<file path="config.mk">
export PLATFORM = sky130hd
export DESIGN_NAME = note_scheduler
export DESIGN_NICKNAME = d
export VERILOG_FILES = /design/src/rtl/note_sched_pkg.sv /design/src/rtl/key_debounce.sv /design/src/rtl/note_scheduler.sv
export SDC_FILE = /design/constraint.sdc
export NUM_CORES = 1
export LEC_CHECK = 0
export CAP_MARGIN = 20
export CORE_MARGIN = 5
export CORE_UTILIZATION = 56
export CTS_CLUSTER_DIAMETER = 40
export DETAILED_ROUTE_END_ITERATION = 7
export GPL_ROUTABILITY_DRIVEN = 0
export GPL_TIMING_DRIVEN = 0
export HOLD_SLACK_MARGIN = 0.08
export PLACE_DENSITY_LB_ADDON = 0.15
export SLEW_MARGIN = 20
export SYNTH_ARGS = -nofsm -noshare
export SYNTH_HDL_FRONTEND = slang
export SYNTH_HIERARCHICAL = 1
export SYNTH_SLANG_ARGS = --single-unit
</file>
<file path="constraint.sdc">
create_clock -name clk -period 2 [get_ports clk]
set_clock_uncertainty 0.05 [all_clocks]
set_input_delay 0.2 -clock clk [delete_from_list [all_inputs] [get_ports clk]]
set_output_delay 0.2 -clock clk [all_outputs]
set_load 0.005 [all_outputs]
</file>
<file path="src/rtl/note_sched_pkg.sv">
// Shared types, widths and helpers for the note scheduler and its key front end.
package note_sched_pkg;
  localparam int NOTE_W = 4;
  localparam int OCT_W  = 3;
  localparam logic [NOTE_W-1:0] NOTE_SILENT = 4'd7;

  typedef enum logic [1:0] {IDLE, REQ, PLAY, STOP} state_t;

  // One load transfer towards the tone generator.
  typedef struct packed {
    logic [NOTE_W-1:0] note;
    logic [OCT_W-1:0]  octave;
  } load_req_t;

  function automatic logic [OCT_W-1:0] clamp_octave(input logic [OCT_W-1:0] sel,
                                                    input logic [OCT_W-1:0] max_oct);
    return (sel > max_oct) ? max_oct : sel;
  endfunction
endpackage

</file>
<file path="src/rtl/key_debounce.sv">
// One piano key: 2-flop synchroniser, stability counter, debounced level and
// single-cycle rise/fall pulses that coincide with the debounced level change.
module key_debounce #(
  parameter int DEBOUNCE_CYCLES = 1000000
) (
  input  logic clk,
  input  logic rst,
  input  logic key_in,
  output logic key_db,
  output logic rise,
  output logic fall
);
  localparam int CNT_W = (DEBOUNCE_CYCLES > 1) ? $clog2(DEBOUNCE_CYCLES) : 1;
  localparam logic [CNT_W-1:0] CNT_LAST = CNT_W'(DEBOUNCE_CYCLES - 1);

  logic [1:0]       sync;
  logic [CNT_W-1:0] cnt;

  always_ff @(posedge clk or posedge rst) begin
    if (rst) begin
      sync   <= '0;
      cnt    <= '0;
      key_db <= 1'b0;
      rise   <= 1'b0;
      fall   <= 1'b0;
    end else begin
      sync <= {sync[0], key_in};
      rise <= 1'b0;
      fall <= 1'b0;
      if (sync[1] == key_db) begin
        cnt <= '0;
      end else if (cnt == CNT_LAST) begin
        // Stable long enough: accept the new level.
        cnt    <= '0;
        key_db <= sync[1];
        rise   <= sync[1];
        fall   <= ~sync[1];
      end else begin
        cnt <= cnt + CNT_W'(1);
      end
    end
  end
endmodule

</file>
<file path="src/rtl/note_scheduler.sv">
// Arbitrates the piano keys onto the single tone generator and sequences its loads.
// Define SUSTAIN_EN to add the synchronised sustain pedal input.
module note_scheduler
  import note_sched_pkg::*;
#(
  parameter int NUM_KEYS        = 7,
  parameter int DEBOUNCE_CYCLES = 1000000,
  parameter int MIN_HOLD_CYCLES = 5000000,
  parameter int MAX_OCTAVE      = 5
) (
  input  logic                clk,
  input  logic                rst,
  input  logic [NUM_KEYS-1:0] key_in,
  input  logic [OCT_W-1:0]    octave_sel,
  input  logic                gen_ready,
`ifdef SUSTAIN_EN
  input  logic                sustain,
`endif
  output logic                note_load,
  output logic [NOTE_W-1:0]   note,
  output logic [OCT_W-1:0]    octave,
  output logic                note_valid,
  output logic [NUM_KEYS-1:0] cur_key
);
  localparam int HOLD_W = (MIN_HOLD_CYCLES > 0) ? $clog2(MIN_HOLD_CYCLES + 1) : 1;
  localparam logic [HOLD_W-1:0]   HOLD_MAX = HOLD_W'(MIN_HOLD_CYCLES);
  localparam logic [NUM_KEYS-1:0] KEY_ONE  = NUM_KEYS'(1);
  localparam logic [OCT_W-1:0]    OCT_MAX  = OCT_W'(MAX_OCTAVE);

  logic [NUM_KEYS-1:0] key_db, key_rise, key_fall;

  generate
    for (genvar i = 0; i < NUM_KEYS; i++) begin : g_key
      key_debounce #(.DEBOUNCE_CYCLES(DEBOUNCE_CYCLES)) u_key (
        .clk    (clk),
        .rst    (rst),
        .key_in (key_in[i]),
        .key_db (key_db[i]),
        .rise   (key_rise[i]),
        .fall   (key_fall[i])
      );
    end
  endgenerate

  logic sustain_on;
`ifdef SUSTAIN_EN
  logic [1:0] sus_sync;
  always_ff @(posedge clk or posedge rst) begin
    if (rst) sus_sync <= '0;
    else     sus_sync <= {sus_sync[0], sustain};
  end
  assign sustain_on = sus_sync[1];
`else
  assign sustain_on = 1'b0;
`endif

  // Target: newest press wins (lowest index on ties); on release of the target
  // fall back to the lowest key still held. x & -x isolates the lowest set bit.
  logic [NUM_KEYS-1:0] tgt, tgt_n;
  logic [NOTE_W-1:0]   tgt_idx;

  always_comb begin
    tgt_n = tgt;
    if (|key_rise)
      tgt_n = key_rise & (~key_rise + KEY_ONE);
    else if (|(tgt & key_fall))
      tgt_n = key_db & (~key_db + KEY_ONE);
  end

  always_comb begin
    tgt_idx = '0;
    for (int i = NUM_KEYS - 1; i >= 0; i--)
      if (tgt[i]) tgt_idx = NOTE_W'(i);
  end

  state_t              state, state_n;
  logic [HOLD_W-1:0]   hold_cnt, hold_n;
  load_req_t           req_q, req_n;
  logic [OCT_W-1:0]    sel_q, sel_n;
  logic [NUM_KEYS-1:0] key_q, key_n;
  logic [NUM_KEYS-1:0] cur_n;
  logic                valid_n, retarget, hold_done;

  assign hold_done = (hold_cnt == HOLD_MAX);

  always_ff @(posedge clk or posedge rst) begin
    if (rst) begin
      state      <= IDLE;
      hold_cnt   <= '0;
      req_q      <= '{note: NOTE_SILENT, octave: '0};
      sel_q      <= '0;
      key_q      <= '0;
      note_valid <= 1'b0;
      cur_key    <= '0;
      tgt        <= '0;
    end else begin
      state      <= state_n;
      hold_cnt   <= hold_n;
      req_q      <= req_n;
      sel_q      <= sel_n;
      key_q      <= key_n;
      note_valid <= valid_n;
      cur_key    <= cur_n;
      tgt        <= tgt_n;
    end
  end

  always_comb begin
    state_n  = state;
    hold_n   = hold_cnt;
    req_n    = req_q;
    sel_n    = sel_q;
    key_n    = key_q;
    valid_n  = note_valid;
    cur_n    = cur_key;
    retarget = 1'b0;
    case (state)
      IDLE: if (|tgt) retarget = 1'b1;
      // A request is never withdrawn: it completes even if its key vanished.
      REQ: if (gen_ready) begin
        state_n = PLAY;
        hold_n  = '0;
        valid_n = 1'b1;
        cur_n   = key_q;
      end
      PLAY: begin
        if (!hold_done) begin
          hold_n = hold_cnt + HOLD_W'(1);
        end else if (!(|tgt)) begin
          if (!sustain_on) begin
            state_n    = STOP;
            req_n.note = NOTE_SILENT;
          end
        end else if (tgt != cur_key || octave_sel != sel_q) begin
          retarget = 1'b1;
        end
      end
      STOP: if (gen_ready) begin
        state_n = IDLE;
        valid_n = 1'b0;
        cur_n   = '0;
      end
      default: state_n = IDLE;
    endcase
    if (retarget) begin
      state_n      = REQ;
      req_n.note   = tgt_idx;
      req_n.octave = clamp_octave(octave_sel, OCT_MAX);
      sel_n        = octave_sel;
      key_n        = tgt;
    end
  end

  assign note_load = (state == REQ) || (state == STOP);
  assign note      = req_q.note;
  assign octave    = req_q.octave;
endmodule
</file>
; After elaboration in Yosys (flattened, before gate mapping)
; Cells that the tools add are included.
; Widths: inputs -> output; s select.
[totals]
in_bits = 13
reg_bits = 232
[op_classes]
n_reduce_logical = 23
n_bitwise = 19
n_eq_ne = 28
n_mux = 76
magnitude_cmp = 1
add_sub_neg = 10
[op_table]
columns = operator, count
row1 = $mux 20, 14
row2 = $add 20x1->20 const B, 7
row3 = $eq 20x20->1 const B, 7
row4 = $mux 23, 2
row5 = $pmux 23 s2, 1
row6 = $mux 4, 9
row7 = $mux 7, 5
row8 = $mux 1, 34
row9 = $add 23x1->23 const B, 1
row10 = $eq 23x23->1 const B, 1
row11 = $and 7x7->7, 3
row12 = $reduce_or 7->1, 3
row13 = $add 7x1->7 const B, 2
row14 = $not 1->1, 14
row15 = $not 7->7, 2
row16 = $pmux 7 s2, 1
row17 = $reduce_and 2->1, 7
row18 = $ne 3x3->1 const B, 4
row19 = $mux 2, 5
row20 = $reduce_bool 2->1, 5
row21 = $reduce_and 3->1, 3
row22 = $ne 2x2->1 const B, 4
row23 = $eq 1x1->1, 7
row24 = $ne 7x7->1, 1
row25 = other kinds (11), 15

; Logic depth before layout (Yosys ltp)
; Gate-level depths: netlist of run 1.
[logic_depth]
depth_word = 8
ltp_mapped = 8
ltp_nobuf = 7

; Hierarchy
; The synthesis of run 1 kept the hierarchy.
[by_module_without_submodules]
columns = mod, area_each_um2, n_inst, cells_each
row1 = key_debounce, 1224.9, 7, 111
row2 = note_scheduler, 3070.4, 1, 305

; Worst setup path after synthesis of run 1
; Ideal clock, no wire load.
[synth_timing]
path_type = register -> register
startpoint = reg hold_cnt[0]
endpoint = reg sel_q[0]
stages_incl_launch_ff = 9
synth_period_minus_slack_ps = 2120
arrival_time_ps = 1945
slack_ps = -120
setup_time_ps = 125
cell_sequence = dfrtp_1 inv_1 ha_1 nor4bb_1 nand4_1 o21a_4 a211o_4 buf_6 mux2_4
[synth_via]
elab_chain_len = 3
[synth_rtl]
columns = element, line
row1 = "start, declared", note_scheduler.sv:77  ; logic [HOLD_W-1:0] hold_cnt, hold_n;
row2 = "start signal, assigned", note_scheduler.sv:98  ; hold_cnt <= hold_n;
row3 = $eq 23x23->1, note_scheduler.sv:84  ; assign hold_done = (hold_cnt == HOLD_MAX);
row4 = $mux 1, note_scheduler.sv:127  ; if (!hold_done) begin
row5 = $pmux 1 s2, note_scheduler.sv:117  ; case (state)
row6 = "end signal, assigned", note_scheduler.sv:100  ; sel_q <= sel_n;
row7 = "end, declared", note_scheduler.sv:79  ; logic [OCT_W-1:0] sel_q, sel_n;
; No other way between the ends.
; A chain may end at the register's enable or synchronous reset.

; Final worst setup path of run 1
; Same ends and word-level chain as after synthesis.

==> results of run 1 <==
-- worst max-delay path by stage --
stage | start | end | depth (start not counted)
2_1_floorplan | hold_cnt[0]$_DFFE_PP0P_ | sel_q[0]$_DFFE_PP0P_ | 8
4_1_cts | hold_cnt[1]$_DFFE_PP0P_ | sel_q[0]$_DFFE_PP0P_ | 8
5_1_grt | hold_cnt[0]$_DFFE_PP0P_ | sel_q[0]$_DFFE_PP0P_ | 8
6_report | hold_cnt[0]$_DFFE_PP0P_ | sel_q[0]$_DFFE_PP0P_ | 8
3_5_place_dp | octave_sel[1] | sel_q[0]$_DFFE_PP0P_ | 7
3_3_place_gp | rst | hold_cnt[18]$_DFFE_PP0P_ | 2
-- cell type report --
class / instances / share of cell area, %
buffer: 27 / 1.179
clock buffer: 45 / 7.520
clock inverter: 25 / 1.942
inverter: 13 / 0.3636
multi-input combinational: 806 / 40.97
sequential: 231 / 40.99
tap: 270 / 2.394
timing repair buffer: 68 / 4.638
-- per-layer routing --
metal | wire (µm) | up-vias | share of wire (%) | global-route usage (%)
met3 | 999 | 41 | 4.2 | 3.604
li1 | - | 4179 | - | -
met4 | 435 | 0 | 1.8 | 5.214
met5 | 0 | - | 0 | 0
met2 | 11100 | 152 | 46 | 31.51
met1 | 11400 | 4290 | 48 | 29.90
-- cells by family after synthesis --
group	Yosys count
DFF	231
xor gates and xnor gates	118
adders and majority gates	9
other	1
muxes	27
buffers and inverters	45
and+or+nand+nor	520
AOI/OAI and AO/OA	131
-- flip-flops by register name, summed over array words and instances (netlist names) --
name                count
g_key.u_key/cnt       140
hold_cnt               23
g_key.u_key/sync       14
cur_key                 7
g_key.u_key/fall        7
g_key.u_key/key_db      7
g_key.u_key/rise        7
key_q                   7
tgt                     7
note                    3
octave                  3
sel_q                   3
state                   2
note_valid              1
-- power by group --
group / total [mW] / internal, mW / switching (mW)
Combinational: 0.350 / 0.142 / 0.208
Clock: 6.69 / 4.27 / 2.42
Sequential: 4.78 / 4.73 / 0.0497
-- worst max-delay path: stages (launching register included) --
cell,delay [ps]
dfrtp_1,390
inv_2,80
ha_4,130
nor4bb_4,200
nand4_1,180
o21a_4,270
a211o_4,310
buf_8,150
mux2_4,290
-- per-stage QoR --
step / utilization [%] / TNS (ps) / std cells / setup slack (ps) / instance area, µm²
2_1_floorplan: - / -229.0 / 1082 / -82.31 / 11640
3_3_place_gp: 60.17 / -65820 / 1379 / -1100 / 12250
3_5_place_dp: 60.18 / -6462 / 1379 / -479.2 / 12260
4_1_cts: 67.28 / -751.7 / 1454 / -110.0 / 13700
5_1_grt: 69.29 / -2343 / 1485 / -217.1 / 14110
6_report: 69.29 / -1221 / 1485 / -150.6 / 14110
-- Yosys cell counts (all sizes together) (11+ instances only) --
cell	n	area, µm²
dfrtp	228	5705
nor2	123	461.7
nand2	75	281.5
nand3	63	350.3
xor2	61	534.3
xnor2	57	499.2
nand4	48	300.3
a21oi	39	195.2
o21ai	36	180.2
and3	33	216.5
nor4	26	317.8
and4	24	211.5
clkbuf	21	88.83
or4	21	183.9
nor3	19	100.1
nor3b	18	140.1
or3	16	106.4
o31ai	15	112.6
mux2i	14	140.1
inv	13	48.80
mux2	13	180.2
nand2b	12	75.07
nor4b	12	148.9
buf	11	87.58
-- timing repair --
action | 4_1_cts | 5_1_grt
setup buffers | 6 | 28
hold buffers | 3 | 0
setup endpoints to repair | 56 | 102
pin swaps | 8 | 20
resized for setup | 8 | 22
endpoints found under the hold margin | 3 | 0
gates cloned | 0 | 1
==> flow_metrics.tcl, run 1 <==
set metrics [dict create \
    rows 52 \
    ys_ff_latch 231 \
    fin_nets 1207 \
    drive_gt1_share_pct 17.61 \
    whs_endpoint "g_key[0].u_key/sync[0]$_DFF_PP0_" \
    layout.area.seq_mm2 0.005784 \
    multi_input_area_mm2 0.005781 \
    slew_violations 0 \
    grt-ovfl-total 0 \
    period_minus_slack_ps 2151 \
    grt_pass1_wl_um 41430 \
    status "complete, but fails checks" \
    worst_slew_pin_slew_ps 936.8 \
    num-fill-cells 1513 \
    cp-end-kind "register" \
    fin_crit_sh_pct 107.5 \
    die_area_mm2 0.02378 \
    cts_buffers 38 \
    syn_inst 1082 \
    avgSynthCellArea_um2 10.76 \
    cts_tree "yes" \
    fin_hold_ws_ps 106.0 \
    wl_um 23940 \
    initial_core_util_pct 57.18 \
    ir_drop_mv 0.6574 \
    die_w_um 154.2 \
    muxShareOfSynthArea_pct 2.751 \
    yosys.area_share.adder_pct 0.9670 \
    core_mm2 0.02036 \
    final_cell_mix "dfrtp_1, nor2_1, nand2_1, xor2_1, xnor2_1" \
    rsz0062_at_grt "yes" \
    antenna_found_initial 0 \
    grt_max_degree 57 \
    clk_pin_slew_ps 60 \
    synth_compound_area_share_pct 8.585 \
    yosys.area_share.simple_pct 27.18 \
    drtIter0Drc 514 \
    ys_async_sr_fraction_pct 100.0 \
    setup.worst_path.start_class "register" \
    synth_top_family_by_area "simple AND/OR/NAND/NOR gates" \
    port_buffers 27 \
    timing.max_cap.violations 0 \
    yosysSeqAreaShare_pct 49.67 \
    synth-edff-count 0 \
    whs_path_depth 1 \
    syn2layout_area_growth_pct 21.17 \
    hold_class "in2reg" \
    clock_path_buffers 3 \
    r2r-end "sel_q[0]$_DFFE_PP0P_" \
    p_total_mw 11.83 \
    htreeDepth 2 \
    leakage_nw 6.029 \
    required_ps 2340 \
    hold_viol 0 \
    ioPinCount 29 \
    synthXorXnorAreaFrac_pct 8.875 \
    finalSetupViolCount 16 \
    num_antenna_cells 0 \
    failed_checks "negative setup slack" \
    grt_pass1_vias 8400 \
    p_per_area_mw_per_mm2 838.3 \
    cp_max_fo 5 \
    crit_type "reg2reg" \
    grt_usage_pct 20.32 \
    rrSetupSlack_ps -150 \
    routed-via-count 8662 \
    clk_latency_ps 510 \
    r2r_cells 8 \
    ys_warn_count 6 \
    dp_hpwl_um 15330 \
    final_common_cell "dfrtp_1" \
    synthFlopType "dfrtp_1" \
    max-slew-margin-rel_pct 37.48 \
    hold_start "key_in[0]" \
    die_h_um 154.2 \
    detail-route-antenna-nets 0 \
    synth_area_mm2 0.01164 \
    layout_setup_ws_ps -150.6 \
    fmax_ghz 0.4650 \
    first_pass_iters 5 \
    clock_sinks 231 \
    clockRootBuffer "clkbuf_16" \
    synth_cell_type_count 67 \
    vias_per_cell 5.833 \
    wl_per_cell_um 16.12 \
    drc_errors 0 \
    syn_nets 1104 \
    critical_path_arrival_ps 2490 \
    reg2reg_from "hold_cnt[0]$_DFFE_PP0P_" \
]
No activity file was read; power rests on OpenSTA's default activity.
==> run 2, diff against run 1 <==
--- a/config.mk
+++ b/config.mk
@@ -5,6 +5,7 @@
 export SDC_FILE = /design/constraint.sdc
 export NUM_CORES = 1
 export LEC_CHECK = 0
+export ABC_AREA = 1
 export CAP_MARGIN = 20
 export CORE_MARGIN = 5
 export CORE_UTILIZATION = 56
@@ -13,9 +14,8 @@
 export GPL_ROUTABILITY_DRIVEN = 0
 export GPL_TIMING_DRIVEN = 0
 export HOLD_SLACK_MARGIN = 0.08
-export PLACE_DENSITY_LB_ADDON = 0.15
+export PLACE_DENSITY = 0.76
 export SLEW_MARGIN = 20
 export SYNTH_ARGS = -nofsm -noshare
 export SYNTH_HDL_FRONTEND = slang
-export SYNTH_HIERARCHICAL = 1
 export SYNTH_SLANG_ARGS = --single-unit
==> run 2 against run 1 <==
Net effect:
- flip-flop and latch count is the same
- highest routed layer unchanged
- cell count rose by 21%
- core utilization fell by 0.71 points
- largest cell class unchanged
- sequential power grew 6.1%
- routed wire length up 3.5%
- area after synthesis grew 0.21%
- critical path depth stayed put
- the flow now finishes without violations
- maximum frequency grew 11%
- register-to-register slack improved by 220 ps
- die area increased by 0.20%
- via count up 10%
==> flow_metrics.tcl, run 2 <==
set metrics [dict create \
    layout_setup_ws_ps 70.36 \
    port_buffers 27 \
    ys_warn_count 0 \
    setup.worst_path.start_class "register" \
    avgSynthCellArea_um2 8.265 \
    synthFlopType "dfrtp_1" \
    yosys.area_share.adder_pct 0.9649 \
    crit_type "reg2reg" \
    initial_core_util_pct 57.31 \
    combPwrFrac_pct 8.6 \
    r2r_cells 8 \
    reg2reg_from "g_key[2].u_key.cnt[0]$_DFF_PP0_" \
    yosysTopAreaCellShare_pct 48.89 \
    antenna_found_initial 0 \
    detail-route-antenna-nets 0 \
    yosysSeqAreaShare_pct 49.57 \
    r2r-end "g_key[2].u_key.cnt[18]$_DFF_PP0_" \
    cts_tree "yes" \
    cp-end-kind "register" \
    p_per_area_mw_per_mm2 918.7 \
    clock_sinks 231 \
    grt_pass1_wl_um 42510 \
    cp_max_fo 4 \
    final_cell_mix "nand2_1, nor2_1, dfrtp_1, inv_1, nand3_1" \
    rrSetupSlack_ps 70 \
    ioPinCount 29 \
    finalSetupTns_ps 0 \
    final_common_cell "nand2_1" \
    slowest_delay_ps 360 \
    largest-register "g_key.u_key.cnt" \
    hold_class "in2reg" \
    dp_hpwl_um 17070 \
    synth-edff-count 0 \
    synth_area_mm2 0.01167 \
    status "completed" \
    critical-path-top-delay-family "simple AND/OR/NAND/NOR gates" \
    worst_slew_pin_slew_ps 615.2 \
    clockRootBuffer "clkbuf_16" \
    critical_path_arrival_ps 2280 \
    muxShareOfSynthArea_pct 0 \
    hold_start "key_in[5]" \
    p_sw_share_pct 25.34 \
    whs_endpoint "g_key[5].u_key.sync[0]$_DFF_PP0_" \
    htreeDepth 2 \
    cpMaxStageDelayCell "dfrtp_1" \
    clk_latency_ps 510 \
    yosys.area.top_type "dfrtp_1" \
    largest_register_ffs 140 \
    wl_per_cell_um 13.83 \
    yosys.area_share.simple_pct 30.21 \
    period_minus_slack_ps 1930 \
    first_pass_iters 5 \
    core_mm2 0.02036 \
    synth_area_leaders "dfrtp_1, nand2_1, nor2_1" \
    drc_errors 0 \
    required_ps 2350 \
    max-slew-margin-rel_pct 58.84 \
    hold_viol 0 \
    fin_crit_sh_pct 96.48 \
    clock_path_buffers 3 \
    leakage_nw 6.312 \
    p_total_mw 12.83 \
    whs_path_depth 1 \
    grt_max_degree 35 \
    syn2layout_area_growth_pct 19.67 \
    ys_async_sr_fraction_pct 100.0 \
    rsz0062_at_grt "yes" \
    die_w_um 154.4 \
    drtIter0Drc 436 \
    synth_cell_type_count 56 \
    fin_nets 1517 \
    synth_compound_area_share_pct 7.248 \
    ys_ff_latch 231 \
    vias_per_cell 5.340 \
    die_h_um 154.4 \
    p_int_mw 9.579 \
    clockPowerShare_pct 51.9 \
    synth_most_common_cell "nand2_1" \
    ir_drop_mv 0.6702 \
    syn_nets 1434 \
    reg_top3 "g_key.u_key.cnt x140, hold_cnt x23, g_key.u_key.sync x14" \
    p_switching_mw 3.252 \
    worstPathBufferInverterCount 0 \
    timing.max_cap.violations 0 \
    wl_um 24780 \
    grt_pass1_vias 9301 \
    slew_violations 0 \
    fmax_ghz 0.5182 \
    p_seq_share_pct 39.5 \
    grt-ovfl-total 0 \
    die_area_mm2 0.02383 \
    dpl_worst_slack_ps -57.60 \
    synthTopCellsByCount "nand2_1, nor2_1, dfrtp_1, inv_1, nand3_1" \
    syn_inst 1412 \
    rows 52 \
    crit_chain "ha_1 > nand4_1 > nor3_2 > nand4_1 > nor2_1 > nand2_1 > o21ai_0 > nor2_1" \
    synthXorXnorAreaFrac_pct 4.878 \
    finalSetupViolCount 0 \
    drive_gt1_share_pct 13.21 \
    cts_buffers 36 \
    routed-via-count 9569 \
    grt_usage_pct 20.83 \
    synth_top_family_by_area "simple AND/OR/NAND/NOR gates" \
    num_antenna_cells 0 \
    clk_pin_slew_ps 60 \
]
## run 2: changes by cell type after synthesis, sizes merged, moves of 31 or more
cell,previous run,this run
xnor2,57,21
nor2,123,256
and3,33,2
nor3,19,75
inv,13,187
nand2,75,263
## run 2: cells by family (layout without fill, tap and decap cells)
kind of cell,count (synthesis),count (layout)
buf+inv,205,315
xor+xnor,65,65
fa+ha+maj,9,9
simple gates,759,759
compound gates,142,142
other cells,1,1
flops,231,231
## run 2: worst register-to-register path: stages, from the launching register on
cell and delay (ps):
dfrtp_1 360, ha_1 220, nand4_1 250, nor3_2 270, nand4_1 170, nor2_1 220
nand2_1 80, o21ai_0 140, nor2_1 60
## run 2: worst max-delay path by stage
stage	start	endpoint	slack, ps	cells past startpoint
detailed placement	rst	g_key[0].u_key.cnt[12]$_DFF_PP0_	-60	7
floorplan	rst	cur_key[0]$_DFFE_PP0P_	-1270	1
CTS	hold_cnt[0]$_DFFE_PP0P_	key_q[0]$_DFFE_PP0P_	20	14
global placement	rst	g_key[0].u_key.cnt[17]$_DFF_PP0_	-2960	2
finish	g_key[2].u_key.cnt[0]$_DFF_PP0_	g_key[2].u_key.cnt[18]$_DFF_PP0_	70	8
global route	g_key[2].u_key.cnt[0]$_DFF_PP0_	g_key[2].u_key.cnt[18]$_DFF_PP0_	-90	8
## run 2: layer usage
layer	wire (µm)	global-route usage (%)
met3	1031	3.241
met2	12110	35.02
met4	635	7.233
met5	0	0
met1	11010	27.70
## run 2: final cells by class
type                            count  area [µm²]
Fill cell                        1575        6399
Timing Repair Buffer               45       548.0
Buffer                             17       147.6
Sequential cell                   231        5784
Tap cell                          270       337.8
Inverter                          188       710.7
Multi-Input combinational cell    976        5136
Clock buffer                       39       953.4
Clock inverter                     26       347.8
## run 2: per-stage QoR
step | cells | util [%] | hold WS, ps | cell area, µm²
3_3_place_gp | 1709 | 60.31 | 282.5 | 12280
3_5_place_dp | 1716 | 61.00 | 285.5 | 12420
2_1_floorplan | 1412 | - | 181.4 | 11670
6_report | 1792 | 68.58 | 117.3 | 13970
4_1_cts | 1787 | 67.72 | 92.41 | 13790
5_1_grt | 1792 | 68.58 | 105.2 | 13970
## run 2: power by group through the flow
| stage | clock (mW) | sequential [mW] | combinational, mW |
|---|---|---|---|
| after global routing | 7.03 | 5.09 | 1.24 |
| after floorplan | 0 | 5.09 | 0.727 |
| after CTS | 6.78 | 5.06 | 1.07 |
| after global placement | 0 | 5.13 | 0.995 |
| final | 6.66 | 5.07 | 1.10 |
| after detailed placement | 0 | 5.14 | 1.06 |
## run 2: what timing repair did
item	in CTS	in global routing
setup buffers	0	4
setup endpoints to repair	23	109
gates cloned	0	1
gates resized for setup	2	29
hold buffers	6	0
pin swaps	0	5
hold endpoints to repair	15	0
